===== config.mk =====
export PLATFORM = sky130hd
export DESIGN_NAME = uart_mem_master
export DESIGN_NICKNAME = d
export VERILOG_FILES = /design/src/rtl/uart_mem_pkg.sv /design/src/rtl/uart_mem_master.sv
export SDC_FILE = /design/constraint.sdc
export NUM_CORES = 1
export LEC_CHECK = 0
export ABC_AREA = 1
export BUFFER_PORTS_ARGS = -buffer_cell sky130_fd_sc_hd__buf_2
export CAP_MARGIN = 20
export CORE_MARGIN = 2
export CORE_UTILIZATION = 61
export DETAILED_ROUTE_END_ITERATION = 10
export HOLD_SLACK_MARGIN = 0.02
export MAX_ROUTING_LAYER = met4
export PLACE_DENSITY = 0.85
export SYNTH_ARGS = -nofsm -noshare
export SYNTH_HDL_FRONTEND = slang
export SYNTH_SLANG_ARGS = --single-unit
export TNS_END_PERCENT = 50

===== constraint.sdc =====
create_clock -name clk_i -period 13.1 [get_ports clk_i]
set_clock_uncertainty 0.05 [all_clocks]
set_input_delay 3.275 -clock clk_i [delete_from_list [all_inputs] [get_ports clk_i]]
set_output_delay 3.275 -clock clk_i [all_outputs]
set_load 0.01 [all_outputs]

===== src/rtl/uart_mem_pkg.sv =====
// Shared constants and state encoding for the UART memory-access byte protocol.
// Imported by both the host-side master and the on-chip bridge.
package uart_mem_pkg;

    localparam logic [7:0] PKT_ALIVE     = 8'h20;
    localparam logic [7:0] PKT_WRITE_CMD = 8'h41;
    localparam logic [7:0] PKT_READ_CMD  = 8'h42;
    localparam logic [7:0] PKT_ADR       = 8'h60;

    localparam logic [2:0] STEP_CMD  = 3'd0;
    localparam logic [2:0] STEP_HEAD = 3'd1;
    localparam logic [2:0] STEP_TAIL = 3'd2;
    localparam logic [2:0] STEP_LAST = 3'd6;

    typedef enum logic [2:0] {
        ST_IDLE,
        ST_TX,
        ST_WAIT_ECHO,
        ST_RX_DATA,
        ST_FINISH
    } mem_state_t;

    // Byte carried by a given step: 0 cmd, 1 head, 2 tail, 3..6 data MSB first.
    function automatic logic [7:0] step_byte(input logic        we,
                                             input logic [11:0] addr,
                                             input logic [31:0] data,
                                             input logic [2:0]  step);
        logic [7:0] b;
        case (step)
            3'd0:    b = we ? PKT_WRITE_CMD : PKT_READ_CMD;
            3'd1:    b = PKT_ADR | {4'h0, addr[11:8]};
            3'd2:    b = addr[7:0];
            3'd3:    b = data[31:24];
            3'd4:    b = data[23:16];
            3'd5:    b = data[15:8];
            3'd6:    b = data[7:0];
            default: b = 8'h00;
        endcase
        return b;
    endfunction

endpackage


===== src/rtl/uart_mem_master.sv =====
// Host-side initiator for the UART memory-access protocol: serialises a word
// request into cmd/head/tail/data bytes, checks bridge echoes and collects read data.
module uart_mem_master
    import uart_mem_pkg::*;
#(
    parameter int ADDR_WIDTH     = 12,
    parameter int TIMEOUT_CYCLES = 1000000
) (
    input  logic                  clk_i,
    input  logic                  rst_i,
    input  logic                  req_i,
    input  logic                  we_i,
    input  logic [ADDR_WIDTH-1:0] addr_i,
    input  logic [31:0]           wdata_i,
    output logic                  gnt_o,
    output logic                  done_o,
    output logic                  err_o,
    output logic [31:0]           rdata_o,
    output logic                  busy_o,
    output logic                  tx_start_o,
    output logic [7:0]            tx_byte_o,
    input  logic                  tx_busy_i,
    input  logic                  rx_valid_i,
    input  logic [7:0]            rx_byte_i,
    input  logic                  rx_error_i
);

    localparam int              TW       = $clog2(TIMEOUT_CYCLES);
    localparam logic [TW-1:0]   TMO_LAST = TW'(TIMEOUT_CYCLES - 1);

    mem_state_t     state;
    logic [2:0]     step;
    logic [1:0]     rx_cnt;
    logic [TW-1:0]  tmo;
    logic           we_q;
    logic [11:0]    addr_q;
    logic [31:0]    wdata_q;
    logic [23:0]    shift_q;

    logic [7:0]     cur_byte;
    logic           echo_ok;
    logic           tmo_hit;

    // The head echo is only checked on its fixed tag bits.
    always_comb begin
        cur_byte = step_byte(we_q, addr_q, wdata_q, step);
        echo_ok  = (step == STEP_HEAD) ? (rx_byte_i[7:5] == PKT_ADR[7:5])
                                       : (rx_byte_i == cur_byte);
        tmo_hit  = (tmo == TMO_LAST);
    end

    always_ff @(posedge clk_i or posedge rst_i) begin
        if (rst_i) begin
            state      <= ST_IDLE;
            step       <= '0;
            rx_cnt     <= '0;
            tmo        <= '0;
            we_q       <= 1'b0;
            addr_q     <= '0;
            wdata_q    <= '0;
            shift_q    <= '0;
            gnt_o      <= 1'b0;
            done_o     <= 1'b0;
            err_o      <= 1'b0;
            rdata_o    <= '0;
            busy_o     <= 1'b0;
            tx_start_o <= 1'b0;
            tx_byte_o  <= '0;
        end else begin
            gnt_o  <= 1'b0;
            done_o <= 1'b0;
            case (state)
                ST_IDLE: begin
                    if (req_i) begin
                        gnt_o   <= 1'b1;
                        busy_o  <= 1'b1;
                        we_q    <= we_i;
                        addr_q  <= 12'(addr_i);
                        wdata_q <= wdata_i;
                        step    <= STEP_CMD;
                        state   <= ST_TX;
                    end
                end

                ST_TX: begin
                    if (!tx_start_o) begin
                        if (!tx_busy_i) begin
                            tx_byte_o  <= cur_byte;
                            tx_start_o <= 1'b1;
                        end
                    end else if (tx_busy_i) begin
                        tx_start_o <= 1'b0;
                        tmo        <= '0;
                        if (!we_q && step == STEP_TAIL) begin
                            rx_cnt <= '0;
                            state  <= ST_RX_DATA;
                        end else begin
                            state  <= ST_WAIT_ECHO;
                        end
                    end
                end

                ST_WAIT_ECHO: begin
                    if (rx_valid_i) begin
                        tmo <= '0;
                        if (rx_error_i || (!echo_ok &&
                                !(step == STEP_CMD && rx_byte_i == PKT_ALIVE))) begin
                            done_o <= 1'b1;
                            err_o  <= 1'b1;
                            state  <= ST_FINISH;
                        end else if (step == STEP_CMD && rx_byte_i == PKT_ALIVE) begin
                            state  <= ST_WAIT_ECHO;
                        end else if (we_q && step == STEP_LAST) begin
                            done_o <= 1'b1;
                            err_o  <= 1'b0;
                            state  <= ST_FINISH;
                        end else begin
                            step   <= step + 3'd1;
                            state  <= ST_TX;
                        end
                    end else if (tmo_hit) begin
                        done_o <= 1'b1;
                        err_o  <= 1'b1;
                        state  <= ST_FINISH;
                    end else begin
                        tmo <= tmo + TW'(1);
                    end
                end

                ST_RX_DATA: begin
                    if (rx_valid_i) begin
                        tmo <= '0;
                        if (rx_error_i) begin
                            done_o <= 1'b1;
                            err_o  <= 1'b1;
                            state  <= ST_FINISH;
                        end else begin
                            shift_q <= {shift_q[15:0], rx_byte_i};
                            rx_cnt  <= rx_cnt + 2'd1;
                            if (rx_cnt == 2'd3) begin
                                rdata_o <= {shift_q, rx_byte_i};
                                done_o  <= 1'b1;
                                err_o   <= 1'b0;
                                state   <= ST_FINISH;
                            end
                        end
                    end else if (tmo_hit) begin
                        done_o <= 1'b1;
                        err_o  <= 1'b1;
                        state  <= ST_FINISH;
                    end else begin
                        tmo <= tmo + TW'(1);
                    end
                end

                ST_FINISH: begin
                    err_o  <= 1'b0;
                    busy_o <= 1'b0;
                    state  <= ST_IDLE;
                end

                default: state <= ST_IDLE;
            endcase
        end
    end

endmodule


Word level (Yosys, flattened, before mapping)
Index checks and enable logic that the tools add are counted.

Register bits: 142. Input bits: 59. Output and inout bits: 45. Word-level logic and storage cells: 132.

$add $sub $neg: 3. Equal/unequal tests: 29. Muxes and demuxes: 56. Bitwise operators: 3. Reductions and logical operators: 26.

Operator list (count): 20-bit 2-to-1 mux (4); 8-bit case mux with 7 select lines (1); 3-bit 2-to-1 mux (16); 20-bit case mux with 2 select lines (1); 1-bit 2-to-1 mux (22); 20-bit by 1-bit adder with 20-bit output (second input constant) (1); 20-bit equality test (second input constant) (1); 2-bit inequality test (second input constant) (10); 4-bit AND reduction (4); 3-bit by 2-bit equality test with 1-bit output (second input constant) (5); 3-bit equality test (second input constant) (4); 2-bit 2-to-1 mux (6); 4-bit inequality test (second input constant) (3); 3-bit case mux with 4 select lines (1); 6-bit AND reduction (2); 8-bit by 6-bit equality test with 1-bit output (second input constant) (1); 8-bit equality test (1); 2-bit nonzero test (4); 3-bit by 1-bit equality test with 1-bit output (second input constant) (2); 3-bit logical NOT (2); 3-bit case mux with 2 select lines (1); 3-bit AND reduction (2); 1-bit logical AND (4); 1-bit case mux with 2 select lines (2); other kinds (12) (17).

Longest topological paths before layout
Gate-level depths: netlist of run 1.

Depth in word-level cells: 10. Mapped depth: 20.

Worst setup path before layout of run 1
Ideal clock, no wire load.

Kind: in2reg. Start: in rx_valid_i. End: reg rdata_o[28]. Library setup time: 0.125 ns. Data arrival time: 4.294 ns. Data required time: 12.925 ns. Slack: 8.631 ns. Cell stages on the path: 7. Path through: inv_1 nor2_1 inv_1 nor2_4 nand2_2 buf_2 mux2_2.

Longest elaborated chain between the ends: 1.

Ends and longest elaborated chain: start, declared (line uart_mem_master.sv:23) `input logic rx_valid_i,`; 4-bit AND reduction (no source line); end signal, assigned (line uart_mem_master.sv:141) `rdata_o <= {shift_q, rx_byte_i};`; end, declared (line uart_mem_master.sv:18) `output logic [31:0] rdata_o,`.

No other way between the ends. A chain may end at the register's enable or synchronous reset.

Worst setup path after layout of run 1
Start: in rx_valid_i. End: reg rdata_o[31].

Same word-level chain as after synthesis.

==> results.md, run 1 <==
- Crit path DAT: 5.71 ns
- RD Place Congestion: 0.923
- Critical Path Start Type: primary input
- Area Growth Syn to Fin: 17.6%
- Fraction of registers with async set/reset: 100%
- I/O Pins: 104
- 1st-pass router iterations: 5
- Max cap viols: 0
- Crit path kind: in2reg
- Fin crit share: 40.8%
- Post-synthesis simple-gate area fraction: 27.0%
- Final #Nets: 989
- Layout cells sized above 1: 18.5%
- Synth Area in Adders: 1.33%
- Most frequent cell after synthesis: nand2_1
- Clock latency on the worst-skew pair: 0.54 ns
- Initial antenna violation count: 0
- Worst Tran Pin Value: 0.985 ns
- Crit-path max FO: 60
- DIE AREA: 11,700 um^2
- DR iter-0 viols: 436
- Top cells by area, synth: dfrtp_1 (54%), nand2_1 (18%), o21ai_0 (5.8%)
- Post-synthesis mux area share: 0.682%
- Seq cells post-synth: 142
- Required time of the worst setup path: 13.47 ns
- Clock sinks: 142
- Leading cell types by count after synthesis: nand2_1 (308), dfrtp_1 (142), inv_1 (79)
- Global-route wire length before repair: 25,800 um
- Status: complete, no violations
- Sequential share of the synthesized area: 53.8%
- Number of global-route vias before repair: 5,517
- Post-synthesis cell area: 6600 um^2
- Post-route minimum period: 5.34 ns
- Footprint of the multi-input gates: 2590 um^2
- Pwr/cell area: 212 nW/um^2
- Fin. Hold Viols: 0
- Clk root buf: clkbuf_8
- EDFF count, synth: 0
- Total Routing Usage GR: 29.5%
- VDD IR-drop max: 0.126 mV
- Xor/xnor cell area share of the yosys netlist: 0.531%
- I/O Buffers: 103
- Leak: 4.11 nW
- Slew headroom: 34.4%
- Synth cell types: 37
- HPWL after detailed placement: 10,500 um
- Largest net degree at the start of global routing: 80
- Core box area: 10,400 um^2
- Area leader, netlist: dfrtp_1
- Fmax: 187 MHz
- Initial core utilization: 63.4%
- Final-layout fill cell count: 823
- Avg Cell Area, Syn: 8.02 um^2
- Main combinational cell family by area after synthesis: simple AND/OR/NAND/NOR gates
- RSZ-0062 raised after global routing: no
- Register area: 3550 um^2
- Post-route total power: 1.65 mW
- CTS Hold Buffers Added: 0
- Depth of the CTS H-tree: 4
- Post-route setup TNS: 0 ns
- Resize count post-CTS: 0
- ANT cells: 0
- Setup bufs post-CTS: 0
- Row count: 37
- CTS Buffer Depth: 2
- Vias per cell: 5.38
- GR Overflow Total: 0
- Remaining DRCs: 0
- Final wirelength: 15,700 um
- WL/cell: 14.6 um
- Final setup viols: 0
- Syn Nets: 889
- Predominant post-synthesis flop cell: dfrtp_1
- Die Height: 108 um
- Vias: 5,772
- Clk pin slew, worst setup/hold paths: 0.07 ns
- Post-Synthesis Cells: 823
- Slew Viols, Final: 0
- Critical path endpoint category: flop
- CTS tree: yes
- Ys Warns: 0
- HP Class: reg2reg
- Compound-Gate Fraction of Synth Area: 9.80%
- Clock buffer count from CTS: 17
- Detail Route Antenna Nets: 0
- Die width: 108 um
- Synth top area share: 53.8%
[power breakdown]
group | total, mW | internal (mW) | switching [mW]
clock network | 0.467 | 0.259 | 0.208
logic | 0.496 | 0.170 | 0.326
registers | 0.686 | 0.593 | 0.0926
[kinds of logic (layout without fill, tap and decap cells)]
kind of cell	count (synthesis)	after routing
AO/OA/AOI/OAI	119	119
XOR/XNOR	4	4
adder cells (fa/ha/maj)	7	7
buffers and inverters	115	228
flip-flops	142	142
multiplexers	4	4
AND/OR/NAND/NOR	432	432
[through the flow]
stage          instance area (um^2)  util, %  worst slack (ns)  instances  hold WS (ns)
2_1_floorplan                  6600        -              5.97        823         0.398
5_1_grt                        7760     74.5              7.43       1072         0.455
3_3_place_gp                   7200     69.1              7.32       1040         0.408
4_1_cts                        7760     74.5              7.78       1072         0.430
6_report                       7760     74.5              7.76       1072         0.429
3_5_place_dp                   7200     69.1              7.26       1040         0.414
[flip-flops by register name, summed over array words and instances (netlist names)]
register	cells
tx_byte_o	8
wdata_q	32
tmo	20
err_o	1
state	3
done_o	1
we_q	1
tx_start_o	1
rx_cnt	2
busy_o	1
shift_q	24
gnt_o	1
step	3
rdata_o	32
addr_q	12
[area by class of cell]
class | instances | share of cell area, %
multi-input combinational | 566 | 33.4
inverter | 90 | 4.42
tap | 136 | 2.19
clock buffer | 17 | 5.33
sequential | 142 | 45.8
clock inverter | 15 | 1.95
timing repair buffer | 106 | 6.93
[cell usage in the layout, fill, tap and decap left out, types with 3 or more instances in the layout]
master	instances
o21bai_1	3
nor2_1	52
clkbuf_16	16
inv_8	3
o21ai_1	6
a31oi_1	8
xor2_1	4
a21oi_1	15
o21ai_0	77
nor4_1	4
o21a_1	3
mux2_2	4
buf_2	103
inv_1	78
nor2_2	5
inv_6	8
buf_4	3
ha_1	7
nand4_1	10
nor3_1	3
inv_2	10
nand2_2	7
dfrtp_1	142
nand2_1	308
nand3_1	35
[final timing paths]
kind                            slack (ns)  cells after the start          end        from
max in group asynchronous             8.86                      3    addr_q[0]       rst_i
worst min register to register        0.43                      2   shift_q[8]  shift_q[0]
worst min-delay path                  0.43                      2   shift_q[8]  shift_q[0]
worst max-delay path                  7.76                      7  rdata_o[31]  rx_valid_i
min in group asynchronous             2.75                      2  rdata_o[23]       rst_i
worst max register to register       10.06                      7  rdata_o[31]    state[2]
[metal layers]
| metal | vias up | wire [um] | global-route usage (%) |
|---|---|---|---|
| li1 | 2808 | - | - |
| met1 | 2703 | 6530 | 37.2 |
| met2 | 222 | 7720 | 46.9 |
| met4 | 0 | 503 | 13.3 |
| met5 | - | 0 | - |
| met3 | 39 | 916 | 5.30 |
[worst max-delay path, cell delays in order]
cell and delay (ns):
buf_2 0.12, inv_1 0.11, nor2_1 0.17, inv_1 0.12, nor2_4 0.63, nand2_2 0.73, mux2_2 0.51
Note: power is estimated with default switching activity, not from simulation.
==> inputs of run 2 (changes only) <==
- CORE_UTILIZATION: 61 -> 51
- PLACE_DENSITY: 0.85 -> 0.76
- clock period: 13.1 -> 4.58 ns (I/O delays scaled with it)
==> run 2 against run 1 <==
First-iteration DRC count shrank 22%. Combinational power rose to 2.8 times the previous value. Cell area grew 1.9%. Critical path depth increased by 1. Register-to-register slack lost 8.2 ns. Clock-buffer cell count grew 2. Global-route usage shrank 5.7 points. Die area up 19%. Clock power grew to 3.1 times the previous value. Sequential power grew to 2.9 times the previous value. Critical path type unchanged. Largest power group unchanged. Highest routed layer unchanged.
==> results.md, run 2 (synthesis gave the netlist of run 1 again) <==
- Status: complete, no violations
- Commonest non-fill, non-tap cell in the layout: nand2_1
- Worst Tran Pin Value: 1.00 ns
- Largest stage delay, worst path: 0.61 ns
- WL/cell: 13.9 um
- Die Height: 118 um
- DP Area: 7280 um^2
- Remaining DRCs: 0
- HP Class: reg2reg
- CTS tree: yes
- CTS Hold Buffers Added: 0
- Vias: 5,558
- Resize count post-CTS: 0
- Vias per cell: 5.00
- Final #Nets: 993
- Core box area: 12,600 um^2
- Layout cells sized above 1: 18.8%
- Initial antenna violation count: 0
- Slowest CP cell: nand2_2
- 1st-pass router iterations: 7
- Comb pwr share: 29.2%
- Critical path endpoint category: flop
- Highest-count cells in the layout ignoring fill and taps: nand2_1 (308), dfrtp_1 (142), buf_2 (103), inv_1 (78), o21ai_0 (77)
- Number of global-route vias before repair: 5,323
- Int Pwr: 3.07 mW
- Depth of the CTS H-tree: 4
- Largest net degree at the start of global routing: 76
- Total Routing Usage GR: 23.8%
- Register area: 3550 um^2
- Final design utilization: 62.7%
- Crit-path max FO: 60
- Post-route cell area: 7910 um^2
- Slew Viols, Final: 0
- GR Overflow Total: 0
- Die width: 118 um
- Buf/Inv on CP: 4
- I/O Buffers: 103
- Crit path kind: in2reg
- CP most frequent cell: inv_1
- Initial core utilization: 52.3%
- Sw Ratio: 36.0%
- Crit path DAT: 3.24 ns
- VDD IR-drop max: 0.319 mV
- Worst-path cell chain: buf_2 > inv_1 > nor2_1 > inv_1 > nor2_4 > buf_4 > nand2_2 > mux2_2
- Footprint of the multi-input gates: 2590 um^2
- Slew headroom: 33.1%
- Final wirelength: 15,500 um
- Row count: 41
- DIE AREA: 13,900 um^2
- Post-route minimum period: 2.99 ns
- Critical path's top delay family: simple AND/OR/NAND/NOR gates
- Final setup viols: 0
- DR iter-0 viols: 342
- Fin crit share: 65.3%
- Clk pin slew, worst setup/hold paths: 0.05 ns
- Clock sinks: 142
- Detail Route Antenna Nets: 0
- Leak: 4.15 nW
- RSZ-0062 raised after global routing: no
- Setup bufs post-CTS: 0
- Part of the power in the clock network: 29.8%
- Seq pwr share: 40.9%
- Clock buffer count from CTS: 17
- I/O Pins: 104
- RD Place Congestion: 0.893
- Pwr/cell area: 607 nW/um^2
- Required time of the worst setup path: 4.83 ns
- CTS Buffer Depth: 2
- Fin. Hold Viols: 0
- Area Growth Syn to Fin: 19.9%
- Clk root buf: clkbuf_16
- Post-route setup TNS: 0 ns
- Clock latency on the worst-skew pair: 0.42 ns
- Largest regs: rdata_o (32), wdata_q (32), shift_q (24)
- HPWL after detailed placement: 10,900 um
- Critical Path Start Type: primary input
- ANT cells: 0
- Final-layout fill cell count: 1,171
- Global-route wire length before repair: 25,600 um
- Max cap viols: 0
- Net switching power: 1.73 mW
- Fmax: 335 MHz
run 2: cell count changes in the layout (fill, tap and decap cells not counted):
cell	change
buf_4	+2
inv_6	-6
clkbuf_8	+1
clkinv_4	+1
clkbuf_16	+1
clkinv_2	+1
buf_12	+2
clkinvlp_4	+3
bufinv_16	+2
inv_8	-3
run 2: path summary, 6_finish.rpt:
check	from	end	slack, ns	depth (start not counted)
min in group asynchronous	rst_i	tmo[7]	0.63	2
worst max-delay path	rx_valid_i	rdata_o[29]	1.59	8
worst min-delay path	rdata_o[23]	rdata_o[23]	0.43	2
worst min register to register	rdata_o[23]	rdata_o[23]	0.43	2
max in group asynchronous	rst_i	wdata_q[14]	3.18	3
worst max register to register	state[2]	rdata_o[29]	1.83	8
run 2: area by class of cell:
| cell class | count | share of cell area [%] |
|---|---|---|
| inverters | 90 | 4.32 |
| clock buffers | 19 | 5.72 |
| repair buffers | 110 | 7.50 |
| clock inverters | 13 | 2.06 |
| well taps | 172 | 2.72 |
| flip-flops and latches | 142 | 44.9 |
| multi-input cells | 566 | 32.8 |
run 2: through the flow:
step           cells  power [mW]  setup WS (ns)  hold WS, ns
2_1_floorplan    823        2.94           1.61        0.398
3_3_place_gp    1079        3.33           1.22        0.409
3_5_place_dp    1079        3.37           1.19        0.416
4_1_cts         1111        4.82           1.62        0.432
5_1_grt         1112        5.14           1.37        0.443
6_report        1112        4.80           1.59        0.427
run 2: power by group through the flow:
| stage | clock network, mW | logic (mW) | registers (mW) |
|---|---|---|---|
| 2_1_floorplan | 0 | 0.990 | 1.95 |
| 3_3_place_gp | 0 | 1.37 | 1.96 |
| 3_5_place_dp | 0 | 1.40 | 1.97 |
| 4_1_cts | 1.45 | 1.42 | 1.96 |
| 5_1_grt | 1.50 | 1.62 | 2.01 |
| 6_report | 1.43 | 1.40 | 1.96 |
run 2: layer usage:
metal	part of all wire (%)	vias to the layer above	track usage [%]
met5	0	-	-
met3	4.9	19	5.33
met4	2.2	0	8.28
li1	-	2813	-
met2	47	161	36.8
met1	45	2565	31.1
run 2: tightest hold or removal path, cell delays in order, from the launching register on:
cell	delay [ns]
dfrtp_1	0.34
nand2_1	0.05
o21ai_0	0.05
==> inputs of run 3 (changes only) <==
- clock period: 4.58 -> 2.45 ns (I/O delays scaled with it)
==> run 3 against run 2 <==
Clock power increased by 73%. Worst setup slack got worse by 1.4 ns. Sequential power increased by 90%. Clock-buffer cell count increased by 2. Hold slack got worse by 0.19 ns. Critical endpoint is now step[2]. Largest power group unchanged.
==> results.md, run 3 (synthesis gave the netlist of run 1 again) <==
- Largest regs: rdata_o (32), wdata_q (32), shift_q (24)
- Clock buffer count from CTS: 17
- Highest-count cells in the layout ignoring fill and taps: nand2_1 (308), dfrtp_1 (140), buf_2 (103), inv_1 (77), o21ai_0 (77)
- Setup WS post-layout: 0.178 ns
- Pwr/cell area: 1110 nW/um^2
- Max cap viols: 0
- Remaining DRCs: 0
- Slew Viols, Final: 0
- Clk root buf: clkbuf_16
- Core box area: 12,600 um^2
- Status: complete, no violations
- Grt met3 use: 5.04%
- Vias per cell: 5.04
- Clk pin slew, worst setup/hold paths: 0.06 ns
- DR iter-0 viols: 441
- I/O Buffers: 103
- Commonest non-fill, non-tap cell in the layout: nand2_1
- Global-route wire length before repair: 26,400 um
- Largest net degree at the start of global routing: 88
- Final-layout fill cell count: 1,141
- Initial antenna violation count: 0
- 1st-pass router iterations: 4
- Area Growth Syn to Fin: 21.4%
- VDD IR-drop max: 0.525 mV
- Crit path kind: reg2reg
- HP Class: in2async
- Crit-path max FO: 8
- Register area: 3560 um^2
- DIE AREA: 13,900 um^2
- Part of the power in the clock network: 27.8%
- Die width: 118 um
- Critical path endpoint category: flop
- Required time of the worst setup path: 2.70 ns
- Die Height: 118 um
- Post-route minimum period: 2.27 ns
- Sw Ratio: 36.8%
- Final setup viols: 0
- Post-route cell area: 8010 um^2
- Met1 Use GR: 32.0%
- Total Routing Usage GR: 24.4%
- Final wirelength: 15,400 um
- Seq pwr share: 41.8%
- Fmax: 440 MHz
- Footprint of the multi-input gates: 2660 um^2
- DP Area: 7350 um^2
- Fin. Hold Viols: 0
- Number of global-route vias before repair: 5,564
- Clock sinks: 142
- Met2 GRT Util: 38.2%
- Layout cells sized above 1: 20.5%
- Worst Tran Pin Value: 0.481 ns
- Grt peak-use layer: met2
- WL/cell: 13.8 um
- Fin crit share: 92.7%
- ANT cells: 0
- CTS Buffer Depth: 2
- Pre-CTS setup slack: 0.0997 ns
- Critical Path Start Type: flop
- Comb pwr share: 30.5%
- Detail Route Antenna Nets: 0
- CTS tree: yes
- Initial core utilization: 52.3%
- Leak: 4.17 nW
- Final #Nets: 1,000
- Row count: 41
- GR Overflow Total: 0
- Clock latency on the worst-skew pair: 0.42 ns
- Slew headroom: 67.6%
- Net switching power: 3.28 mW
- CTS Hold Buffers Added: 0
- HPWL after detailed placement: 11,100 um
- Depth of the CTS H-tree: 4
- Int Pwr: 5.65 mW
- RD Place Congestion: 0.887
- Crit path DAT: 2.52 ns
- I/O Pins: 104
- Vias: 5,637
## run 3: cell count changes in the layout (fill, tap and decap cells not counted), sizes merged
| cell | change |
|---|---|
| clkinvlp | +1 |
| buf | +7 |
| clkinv | -1 |
| bufinv | -2 |
| clkbuf | +2 |
## run 3: final timing paths
check | from | end | slack [ns] | depth (start not counted)
min in group clk_i | wdata_i[13] | wdata_q[13] | 0.33 | 3
min reg2reg | rdata_o[1] | rdata_o[1] | 0.43 | 2
max in group asynchronous | rst_i | step[0] | 1.66 | 3
max | step[0] | step[2] | 0.18 | 16
max reg2reg | step[0] | step[2] | 0.18 | 16
min | rst_i | rdata_o[22] | 0.24 | 3
## run 3: critical path: stages, from the launching register on
cell and delay, ns:
dfrtp_2 0.46, ha_1 0.26, ha_4 0.21, nand2_1 0.07, nand2_1 0.08, nor2_1 0.21, nand2_1 0.08, nand2_1 0.07
nand2_1 0.05, nor2_1 0.09, nand2_1 0.07, nand2_2 0.08, nand2_1 0.06, nand2_2 0.08, nand2_2 0.10, nand2_1 0.08
o21ai_1 0.06
## run 3: timing repair
item | CTS | global route
endpoints found under the setup margin | 0 | 7
resized for setup | 0 | 17
endpoints found under the hold margin | 0 | 0
buffers inserted | 0 | 1
## run 3: per-layer routing
metal | vias to the layer above | part of all wire (%)
met1 | 2622 | 45
met3 | 22 | 4.4
met2 | 153 | 48
met5 | - | 0
li1 | 2840 | -
met4 | 0 | 2.4
## run 3: power groups by stage
stage          combinational (mW)  clock [mW]  sequential, mW
2_1_floorplan                1.85           0            3.65
3_3_place_gp                 2.57           0            3.72
3_5_place_dp                 2.66           0            3.74
4_1_cts                      2.68        2.53            3.71
5_1_grt                      3.15        2.64            3.82
6_report                     2.72        2.48            3.73
## run 3: cell type report
cell class | count | share of cell area (%)
Clock buffer | 21 | 5.87
Clock inverter | 11 | 1.36
Inverter | 90 | 4.29
Multi-Input combinational cell | 566 | 33.2
Sequential cell | 142 | 44.4
Tap cell | 172 | 2.69
Timing Repair Buffer | 117 | 8.21
## run 3: per-stage QoR
step / util, % / hold slack [ns] / setup TNS (ns) / power, mW / std cells
after floorplan: - / 0.398 / 0 / 5.50 / 823
after global placement: 58.3 / 0.411 / 0 / 6.29 / 1086
after detailed placement: 58.3 / 0.412 / 0 / 6.39 / 1086
after CTS: 62.9 / 0.245 / 0 / 8.91 / 1118
after global routing: 63.5 / 0.263 / -0.0144 / 9.60 / 1119
final: 63.5 / 0.235 / 0 / 8.93 / 1119
